===== src/rtl/alu_issue_pkg.sv =====
`default_nettype none
// ============================================================================
//  Module      : alu_issue_pkg
//  Description : Shared types and constants for the ALU operand issue stage.
//  Revision    : 1.0 - initial release
// ============================================================================
package alu_issue_pkg;

  // Default operand width of the select datapath.
  localparam int DEFAULT_DATA_W = 8;

  // One operand bundle as delivered to the select stage.
  typedef struct packed {
    logic                      x;
    logic                      sel;
    logic [DEFAULT_DATA_W-1:0] a;
    logic [DEFAULT_DATA_W-1:0] b;
  } bundle_t;

  // Width of a packed bundle at the default operand width.
  localparam int BUNDLE_W = $bits(bundle_t);

endpackage : alu_issue_pkg
`default_nettype wire


===== src/rtl/alu_issue_fifo_mem.sv =====
`default_nettype none
// ============================================================================
//  Module      : alu_issue_fifo_mem
//  Description : DEPTH x WIDTH register array, one synchronous write port and
//                one asynchronous read port for the issue FIFO.
//  Revision    : 1.0 - initial release
// ============================================================================
module alu_issue_fifo_mem
  import alu_issue_pkg::*;
#(
  parameter  int DEPTH = 4,
  parameter  int WIDTH = BUNDLE_W,
  localparam int AW    = $clog2(DEPTH)
) (
  input  logic             clk,
  input  logic             i_we,
  input  logic [AW-1:0]    i_waddr,
  input  logic [WIDTH-1:0] i_wdata,
  input  logic [AW-1:0]    i_raddr,
  output logic [WIDTH-1:0] o_rdata
);

  logic [WIDTH-1:0] r_mem [DEPTH];

  // Store the incoming bundle; contents need no reset since reads are
  // qualified by occupancy in the parent.
  always_ff @(posedge clk) begin
    if (i_we) begin
      r_mem[i_waddr] <= i_wdata;
    end
  end

  assign o_rdata = r_mem[i_raddr];

endmodule : alu_issue_fifo_mem
`default_nettype wire


===== src/rtl/alu_operand_issue.sv =====
`default_nettype none
// ============================================================================
//  Module      : alu_operand_issue
//  Description : First-word-fall-through operand FIFO feeding the ALU select
//                stage, with occupancy, flush and saturating stall counter.
//  Revision    : 1.0 - initial release
// ============================================================================
module alu_operand_issue
  import alu_issue_pkg::*;
#(
  parameter int DATA_W  = DEFAULT_DATA_W,
  parameter int DEPTH   = 4,
  parameter int STALL_W = 8
) (
  input  logic                     clk,
  input  logic                     rst,
  input  logic                     flush,
  input  logic                     in_valid,
  output logic                     in_ready,
  input  logic                     in_x,
  input  logic                     in_sel,
  input  logic [DATA_W-1:0]        in_a,
  input  logic [DATA_W-1:0]        in_b,
  output logic                     out_valid,
  input  logic                     out_ready,
  output logic                     out_x,
  output logic                     out_sel,
  output logic [DATA_W-1:0]        out_a,
  output logic [DATA_W-1:0]        out_b,
  output logic [$clog2(DEPTH):0]   count,
  output logic [STALL_W-1:0]       stall_cnt
);

  localparam int AW = $clog2(DEPTH);
  localparam int CW = AW + 1;
  localparam int BW = 2 * DATA_W + 2;

  // Reject depths the wrapping pointers cannot represent.
  generate
    if (DEPTH < 2 || (DEPTH & (DEPTH - 1)) != 0) begin : g_bad_depth
      $error("alu_operand_issue: DEPTH must be a power of two and >= 2");
    end
  endgenerate

  logic [AW-1:0]      r_rd_ptr;
  logic [AW-1:0]      r_wr_ptr;
  logic [CW-1:0]      r_count;
  logic [STALL_W-1:0] r_stall;

  logic               w_full;
  logic               w_push;
  logic               w_pop;
  logic [BW-1:0]      w_wr_data;
  logic [BW-1:0]      w_rd_data;

  assign w_full    = (r_count == CW'(DEPTH));
  assign in_ready  = !w_full && !flush && !rst;
  assign out_valid = (r_count != '0);
  assign w_push    = in_valid && in_ready;
  assign w_pop     = out_valid && out_ready;
  assign w_wr_data = {in_x, in_sel, in_a, in_b};

  alu_issue_fifo_mem #(
    .DEPTH (DEPTH),
    .WIDTH (BW)
  ) u_mem (
    .clk     (clk),
    .i_we    (w_push),
    .i_waddr (r_wr_ptr),
    .i_wdata (w_wr_data),
    .i_raddr (r_rd_ptr),
    .o_rdata (w_rd_data)
  );

  // Head bundle is shown only while valid so idle outputs stay at zero.
  assign {out_x, out_sel, out_a, out_b} = out_valid ? w_rd_data : '0;
  assign count     = r_count;
  assign stall_cnt = r_stall;

  // Pointer and occupancy update; flush empties the FIFO and overrides a pop.
  always_ff @(posedge clk) begin
    if (rst) begin
      r_rd_ptr <= '0;
      r_wr_ptr <= '0;
      r_count  <= '0;
    end else if (flush) begin
      r_rd_ptr <= '0;
      r_wr_ptr <= '0;
      r_count  <= '0;
    end else begin
      if (w_push) begin
        r_wr_ptr <= r_wr_ptr + AW'(1);
      end
      if (w_pop) begin
        r_rd_ptr <= r_rd_ptr + AW'(1);
      end
      if (w_push && !w_pop) begin
        r_count <= r_count + CW'(1);
      end else if (w_pop && !w_push) begin
        r_count <= r_count - CW'(1);
      end
    end
  end

  // Saturating count of back-pressured cycles; only reset clears it.
  always_ff @(posedge clk) begin
    if (rst) begin
      r_stall <= '0;
    end else if (out_valid && !out_ready && (r_stall != {STALL_W{1'b1}})) begin
      r_stall <= r_stall + STALL_W'(1);
    end
  end

endmodule : alu_operand_issue
`default_nettype wire


===== config.mk =====
export PLATFORM = sky130hd
export DESIGN_NAME = alu_operand_issue
export DESIGN_NICKNAME = d
export VERILOG_FILES = /design/src/rtl/alu_issue_pkg.sv /design/src/rtl/alu_issue_fifo_mem.sv /design/src/rtl/alu_operand_issue.sv
export SDC_FILE = /design/constraint.sdc
export NUM_CORES = 1
export LEC_CHECK = 0
export ABC_AREA = 1
export CORE_ASPECT_RATIO = 1.1
export CORE_MARGIN = 2
export CORE_UTILIZATION = 55
export DETAILED_ROUTE_END_ITERATION = 7
export PLACE_DENSITY = 0.86
export SLEW_MARGIN = 20
export SYNTH_ARGS = -nofsm -noshare
export SYNTH_HDL_FRONTEND = slang
export SYNTH_HIERARCHICAL = 1
export SYNTH_SLANG_ARGS = --single-unit

===== constraint.sdc =====
create_clock -name clk -period 3.45 [get_ports clk]
set_clock_uncertainty 0.2 [all_clocks]
set_input_delay 0.345 -clock clk [delete_from_list [all_inputs] [get_ports clk]]
set_output_delay 0.345 -clock clk [all_outputs]
set_load 0.005 [all_outputs]

==> flow_summary.json, run 1 <==
{
  "status": "finished clean",
  "synth_nets": 473,
  "finalWeightedCongestion": 0.784,
  "seq_area_frac_synth_pct": 60.4,
  "setup_violations": 0,
  "core_sq_um": 7090,
  "required_ns": 2.90,
  "routed_via_density": 4.99,
  "drc": 0,
  "cts_sinks": 87,
  "initialDrtViolationCount": 123,
  "antenna_found_initial": 0,
  "synth_area_leaders": "edfxtp_1 (53%), nand2_1 (11%), inv_1 (9.9%)",
  "cts-buffers-inserted": 9,
  "finalHoldViolations": 0,
  "grt_start_max_net_pins": 39,
  "route.layer.met1.wl_um": 3360,
  "overflow": 0,
  "ant_nets": 0,
  "dominantRegCellSynth": "edfxtp_1",
  "synthCells": 447,
  "critPathLaunch": "r_rd_ptr[1]",
  "clock_path_buffers": 2,
  "end_kind": "output port",
  "peakVddDrop_v": 0.000222,
  "clk_pin_slew_ns": 0.08,
  "grtUsageTotal_pct": 21.8,
  "arrival_ns": 2.35,
  "die_w_um": 86.1,
  "syn2layout_area_growth_pct": 20.1,
  "htreeDepth": 3,
  "die_h_um": 94.3,
  "multiInputGateArea_sq_um": 1100,
  "num_rows": 32,
  "num_antenna_cells": 0,
  "tritoncts": "yes",
  "slew_headroom_pct": 39.7,
  "slew_violations": 0,
  "vias": 2963,
  "grt_pass1_vias": 2988,
  "hpwl_um": 5300,
  "fin_cells": 594,
  "async_reset_ff_share_pct": 0,
  "hold_class": "register to register",
  "max_cap_viol_count": 0,
  "grt_pass1_wl_um": 13500,
  "synth_edf_count": 72,
  "portBuffers": 53,
  "min_period_over_period_pct": 83.8,
  "wirelength_um": 8180,
  "path_max_fanout": 21,
  "syn_avg_cell_area_sq_um": 9.12,
  "routed.top_layer": "met4",
  "clockRootBuffer": "clkbuf_8",
  "regArea_sq_um": 2460,
  "rr_worst_depth": 7,
  "yosysMostFrequentCell": "nand2_1",
  "ctsResizeCount": 0,
  "met3_wirelength_um": 411,
  "start_util_pct": 57.5,
  "post-route-min-period_ns": 2.89,
  "endpoint": "out_b[3]",
  "critical_path_class": "register to output port",
  "num_io_pins": 54,
  "layout.nets": 530,
  "start_kind": "register",
  "wl_per_cell_um": 13.8,
  "insertion_delay_ns": 0.35,
  "ys_ff_latch": 87,
  "rsz0062_at_grt": "no",
  "nFillCells": 517,
  "yosys_warnings": 6,
  "synth_area_leader_cell": "edfxtp_1",
  "synth_commonest_cells": "nand2_1 (123), inv_1 (108), edfxtp_1 (72), nand3_1 (45), nor2_1 (31)",
  "drt_pass1_iterations": 4,
  "wl_met2_um": 4230,
  "p_leak_nw": 2.18,
  "synth_area_sq_um": 4080,
  "synth.distinct_cells": 25,
  "yosys.area.top_type_share_pct": 53.0,
  "r2r_start": "count[0]",
  "tightest_slew_ns": 0.903,
  "die_area_sq_um": 8120,
  "cts_setup_buffers": 0,
  "rr_endpoint": "u_mem/r_mem[2][11]",
  "reg2reg_slack_ns": 1.17,
  "powerDensity_nw_per_um2": 437,
  "post-route-util_pct": 69.1,
  "final_layout_size_suffix_gt1_share_pct": 6.48,
  "cts_hold_buf": 0,
  "fin_tns_setup_ns": 0,
  "clock.fmax_mhz": 346,
  "dp_cells": 578
}
==> routing by layer <==
metal  up-vias  GRT usage, %
li1       1490             -
met1      1372          24.7
met2        85          39.1
met3        16          4.75
met4         0          9.92
met5         -             0
==> critical path: stages (launching register included) <==
cell and delay (ns):
dfxtp_1 0.92, inv_4 0.25, nand3_1 0.20, nand2_1 0.07, inv_1 0.05, nor2_1 0.04, clkdlybuf4s50_1 0.47
==> metrics by stage <==
step / power [mW] / setup slack [ns] / instance area [sq um] / hold WS [ns]
floorplan: 1.25 / 0.704 / 4080 / 0.214
global placement: 1.33 / 0.760 / 4660 / 0.306
detailed placement: 1.34 / 0.642 / 4660 / 0.321
CTS: 2.15 / 0.556 / 4900 / 0.335
global route: 2.21 / 0.388 / 4900 / 0.361
finish: 2.14 / 0.559 / 4900 / 0.332
==> report_power, final <==
part           leakage (nW)  internal, mW  switching (mW)  total (mW)
clock                 0.116         0.476           0.348       0.825
combinational          1.29        0.0777          0.0843       0.162
sequential            0.771          1.15         0.00772        1.15
total                  2.18          1.70           0.440        2.14
==> worst min path at each step <==
stage                  from      endpoint  slack [ns]  cells after the start
6_report           count[2]      count[2]        0.33                      2
5_1_grt        stall_cnt[1]  stall_cnt[1]        0.36                      2
4_1_cts            count[2]      count[2]        0.33                      2
3_5_place_dp       count[2]      count[2]        0.32                      2
3_3_place_gp   stall_cnt[1]  stall_cnt[1]        0.31                      2
2_1_floorplan           rst  stall_cnt[1]        0.21                      1
==> cell type report <==
cell class                      count  area share (%)
Clock buffer                        9            2.53
Clock inverter                      7            2.25
Inverter                          112            8.69
Multi-Input combinational cell    236            22.5
Sequential cell                    87            50.3
Tap cell                           85            2.17
Timing Repair Buffer               58            11.6
==> cells in the final DEF (no fill, tap or decap), drive strengths merged <==
master         instances
nand2                126
inv                  113
edfxtp                72
clkdlybuf4s50         53
nand3                 46
nor2                  33
dfxtp                 15
a21oi                 12
clkbuf                 9
buf                    5
nor3                   5
nand4                  3
o21ai                  3
xor2                   3
bufinv                 3
clkinv                 3
ha                     2
o21bai                 1
and3                   1
fa                     1
==> sequential cells by signal, summed over array words and instances, names as in the netlist <==
register,cells
count,3
r_rd_ptr,2
r_wr_ptr,2
stall_cnt,8
u_mem/r_mem,72
==> cells by family after synthesis <==
| group | Yosys count | share of synthesized area (%) |
|---|---|---|
| xor gates and xnor gates | 3 | 0.644 |
| buffers and inverters | 124 | 13.1 |
| DFF | 87 | 60.4 |
| AOI/OAI and AO/OA | 16 | 2.30 |
| adders and majority gates | 3 | 1.10 |
| and+or+nand+nor | 214 | 22.4 |
No activity file was read; power rests on OpenSTA's default activity.
==> run 2: changes to the inputs <==
Clock period 3.45 ns to 2.8 ns, I/O delays scaled along.
==> flow_summary.json, run 2 (synthesis gave the netlist of run 1 again) <==
{
  "status": "finished clean",
  "die_area_sq_um": 8120,
  "path_max_fanout": 12,
  "top_register": "u_mem/r_mem",
  "finalHoldViolations": 0,
  "cts-buffers-inserted": 9,
  "globalRouteMet3Util_pct": 4.92,
  "critical_path_class": "register to output port",
  "start_util_pct": 57.5,
  "clockRootBuffer": "clkbuf_8",
  "wl_per_cell_um": 13.3,
  "overflow": 0,
  "min_period_over_period_pct": 94.8,
  "dp_cells": 582,
  "slew_violations": 0,
  "final_common_cell": "nand2_1",
  "syn2layout_area_growth_pct": 19.8,
  "nFillCells": 526,
  "rsz0062_at_grt": "no",
  "tightest_slew_ns": 0.575,
  "max_cap_viol_count": 0,
  "vias": 3018,
  "hold_class": "register to register",
  "post-route-util_pct": 68.9,
  "drc": 0,
  "slew_headroom_pct": 61.6,
  "largest_register_ffs": 72,
  "core_sq_um": 7090,
  "htreeDepth": 3,
  "ctsResizeCount": 0,
  "mostFrequentLayoutCells": "nand2_1 (123), inv_1 (108), edfxtp_1 (72)",
  "insertion_delay_ns": 0.35,
  "hpwl_um": 5320,
  "ant_nets": 0,
  "die_w_um": 86.1,
  "peakVddDrop_v": 0.000272,
  "initialDrtViolationCount": 258,
  "fin_tns_setup_ns": 0,
  "powerDensity_nw_per_um2": 500,
  "setup_violations": 0,
  "clock_path_buffers": 2,
  "grt_pass1_wl_um": 12800,
  "drt_pass1_iterations": 6,
  "end_kind": "output port",
  "clock.fmax_mhz": 377,
  "tritoncts": "yes",
  "grt_pass1_vias": 2931,
  "layout.nets": 534,
  "wirelength_um": 7950,
  "grt.busiest_layer": "met2",
  "required_ns": 2.32,
  "finalWeightedCongestion": 0.791,
  "p_leak_nw": 2.18,
  "portBuffers": 53,
  "post-route-min-period_ns": 2.65,
  "die_h_um": 94.3,
  "grt_start_max_net_pins": 37,
  "cts_setup_buffers": 0,
  "num_rows": 32,
  "grtUsageTotal_pct": 20.8,
  "grt_use_met2_pct": 36.5,
  "final_layout_size_suffix_gt1_share_pct": 7.60,
  "start_kind": "register",
  "cts_hold_buf": 0,
  "cts_sinks": 87,
  "num_io_pins": 54,
  "antenna_found_initial": 0,
  "clk_pin_slew_ns": 0.08,
  "use_met1_pct": 23.6,
  "arrival_ns": 2.17,
  "num_antenna_cells": 0,
  "fin_cells": 598,
  "routed_via_density": 5.05
}
==> run 2: worst paths after layout <==
kind | start | endpoint | slack [ns] | cells after the start
hold reg to reg | stall_cnt[1] | stall_cnt[1] | 0.32 | 2
setup reg to reg | count[0] | count[2] | 0.66 | 11
setup / recovery | r_rd_ptr[1] | out_a[0] | 0.15 | 6
hold / removal | stall_cnt[1] | stall_cnt[1] | 0.32 | 2
==> run 2: through the flow <==
step	total power, mW	setup WS (ns)	hold WS (ns)	cell area (sq um)
floorplan	1.54	0.0543	0.149	4080
global placement	1.64	0.281	0.306	4690
detailed placement	1.65	0.213	0.315	4690
CTS	2.46	0.176	0.329	4880
global route	2.54	0.0688	0.357	4880
finish	2.44	0.146	0.325	4880
==> run 2: area by class of cell <==
| class | count | area, sq um | area share, % |
|---|---|---|---|
| multi-input cells | 236 | 1100 | 22.5 |
| inverters | 112 | 425 | 8.71 |
| flip-flops and latches | 87 | 2460 | 50.4 |
| clock buffers | 12 | 166 | 3.41 |
| well taps | 85 | 106 | 2.18 |
| repair buffers | 62 | 598 | 12.2 |
| clock inverters | 4 | 26.3 | 0.538 |
==> run 2: critical path, cell delays in order (launching register included) <==
cell	delay (ns)
dfxtp_1	0.69
buf_4	0.27
nand3_1	0.10
nand2_1	0.10
inv_1	0.04
nor2_1	0.10
clkdlybuf4s50_1	0.51
==> run 2: routing by layer <==
metal / vias up / share of wire, %
li1: 1501 / -
met1: 1389 / 40
met2: 109 / 51
met3: 19 / 6.1
met4: 0 / 2.4
met5: - / 0
==> run 2: where the power goes <==
part | internal, mW | total [mW] | switching (mW)
registers | 1.41 | 1.42 | 0.00954
clock network | 0.401 | 0.821 | 0.419
logic | 0.0957 | 0.198 | 0.102
total | 1.91 | 2.44 | 0.531
==> run 3: changes to the inputs <==
Settings changed: GPL_TIMING_DRIVEN set to 0.
==> flow_summary.json, run 3 (synthesis gave the netlist of run 1 again) <==
{
  "grtUsageTotal_pct": 21.8,
  "cts_sinks": 87,
  "routed_via_density": 5.05,
  "cts-buffers-inserted": 9,
  "power_frac_comb_pct": 8.8,
  "slew_violations": 0,
  "arrival_ns": 2.07,
  "portBuffers": 53,
  "powerDensity_nw_per_um2": 490,
  "holdPathEnd": "stall_cnt[1]",
  "nFillCells": 484,
  "die_w_um": 86.1,
  "cts_setup_buffers": 0,
  "hold_class": "register to register",
  "reg2reg_slack_ns": 0.58,
  "ant_nets": 0,
  "wl_per_cell_um": 14.0,
  "holdPathStages": 2,
  "cp_cell_sequence": "buf_6 -> buf_2 -> nand3_1 -> nand2_1 -> inv_1 -> nor2_1 -> clkdlybuf4s50_1",
  "final.setup.worst_slack_ns": 0.252,
  "power_frac_clock_pct": 33.0,
  "hpwl_um": 6030,
  "overflow": 0,
  "top_register": "u_mem/r_mem",
  "critical_path_class": "register to output port",
  "htreeDepth": 3,
  "core_sq_um": 7090,
  "slowest_delay_ns": 0.52,
  "worst-path-buf-inv": 4,
  "ctsResizeCount": 0,
  "drt_pass1_iterations": 6,
  "start_util_pct": 57.5,
  "peakVddDrop_v": 0.000279,
  "end_kind": "output port",
  "grt_pass1_wl_um": 13500,
  "final_layout_size_suffix_gt1_share_pct": 8.97,
  "syn2layout_area_growth_pct": 22.3,
  "vias": 3076,
  "status": "finished clean",
  "clockRootBuffer": "clkbuf_8",
  "slew_headroom_pct": 72.2,
  "grt_start_max_net_pins": 15,
  "tightest_slew_ns": 0.415,
  "grt_pass1_vias": 3024,
  "finalHoldViolations": 0,
  "mostFrequentLayoutCells": "nand2_1 (123), inv_1 (108), edfxtp_1 (72)",
  "holdWs_ns": 0.320,
  "clock.fmax_mhz": 392,
  "cts_hold_buf": 0,
  "hp-start": "stall_cnt[1]",
  "tritoncts": "yes",
  "initialDrtViolationCount": 247,
  "clk_pin_slew_ns": 0.08,
  "insertion_delay_ns": 0.34,
  "num_rows": 32,
  "die_area_sq_um": 8120,
  "required_ns": 2.32,
  "r2r_start": "count[0]",
  "rr_endpoint": "u_mem/r_mem[0][4]",
  "p_leak_nw": 2.23,
  "start_kind": "register",
  "switchingPower_uw": 513,
  "num_antenna_cells": 0,
  "final_common_cell": "nand2_1",
  "path_max_fanout": 10,
  "setup_violations": 0,
  "clock_path_buffers": 2,
  "max_cap_viol_count": 0,
  "post-route-min-period_ns": 2.55,
  "largest_register_ffs": 72,
  "rsz0062_at_grt": "no",
  "finalWeightedCongestion": 0.854,
  "p_int_mw": 1.93,
  "layout.nets": 545,
  "pre_cts_ws_ns": 0.0257,
  "crit_family": "buffers and inverters",
  "min_period_over_period_pct": 91.0,
  "power.share.switching_pct": 21.0,
  "wirelength_um": 8510,
  "power_frac_seq_pct": 58.2,
  "cp_slowest_cell": "clkdlybuf4s50_1",
  "die_h_um": 94.3,
  "num_io_pins": 54,
  "rr_worst_depth": 8,
  "drc": 0,
  "antenna_found_initial": 0
}
-- run 3: cell types whose count changed in the layout (fill, tap and decap cells not counted), sizes merged --
| cell | delta |
|---|---|
| inv | -1 |
| clkinv | -1 |
| buf | +11 |
| clkinvlp | +1 |
| bufinv | +1 |
-- run 3: power groups by stage --
stage / logic, mW / registers [mW] / clock network [mW]
after floorplan: 0.0938 / 1.45 / 0
after CTS: 0.215 / 1.42 / 0.819
after global routing: 0.235 / 1.42 / 0.871
final: 0.214 / 1.42 / 0.806
after detailed placement: 0.214 / 1.45 / 0
after global placement: 0.202 / 1.45 / 0
-- run 3: final cells by class --
| class | instances | area, sq um | area share (%) |
|---|---|---|---|
| tap | 85 | 106 | 2.13 |
| timing repair buffer | 61 | 598 | 12.0 |
| sequential | 87 | 2460 | 49.4 |
| inverter | 112 | 425 | 8.53 |
| multi-input combinational | 236 | 1100 | 22.1 |
| clock inverter | 4 | 48.8 | 0.979 |
| buffer | 12 | 110 | 2.21 |
| clock buffer | 12 | 135 | 2.71 |
-- run 3: per-layer routing --
metal / GRT usage [%] / share of wire [%]
met5: 0 / 0
met1: 25.3 / 40
met2: 38.4 / 52
met3: 3.95 / 5.7
met4: 11.0 / 2.0
-- run 3: worst max-delay path by stage --
stage,startpoint,slack [ns],end,cells after the start
6_report,r_rd_ptr[1],0.25,out_a[3],7
5_1_grt,count[0],0.15,out_a[3],6
4_1_cts,count[0],0.23,out_a[3],6
3_5_place_dp,rst,0.03,u_mem/r_mem[0][9],8
3_3_place_gp,rst,-1.37,u_mem/r_mem[1][9],6
2_1_floorplan,count[0],0.05,u_mem/r_mem[1][0],6
-- run 3: through the flow --
| stage | power, mW | util [%] | std cells | area, sq um | setup TNS [ns] |
|---|---|---|---|---|---|
| after global routing | 2.53 | 70.4 | 609 | 4990 | 0 |
| after global placement | 1.65 | 66.5 | 585 | 4710 | -96.79 |
| after detailed placement | 1.66 | 67.8 | 593 | 4800 | 0 |
| after CTS | 2.45 | 70.4 | 609 | 4990 | 0 |
| after floorplan | 1.54 | - | 447 | 4080 | 0 |
| final | 2.44 | 70.4 | 609 | 4990 | 0 |
-- run 3: worst reg2reg max path, delay by kind of cell (launching register included) --
family	cells	cell delay [ns]
buf+inv	4	0.66
flops	1	0.46
simple gates	4	0.61
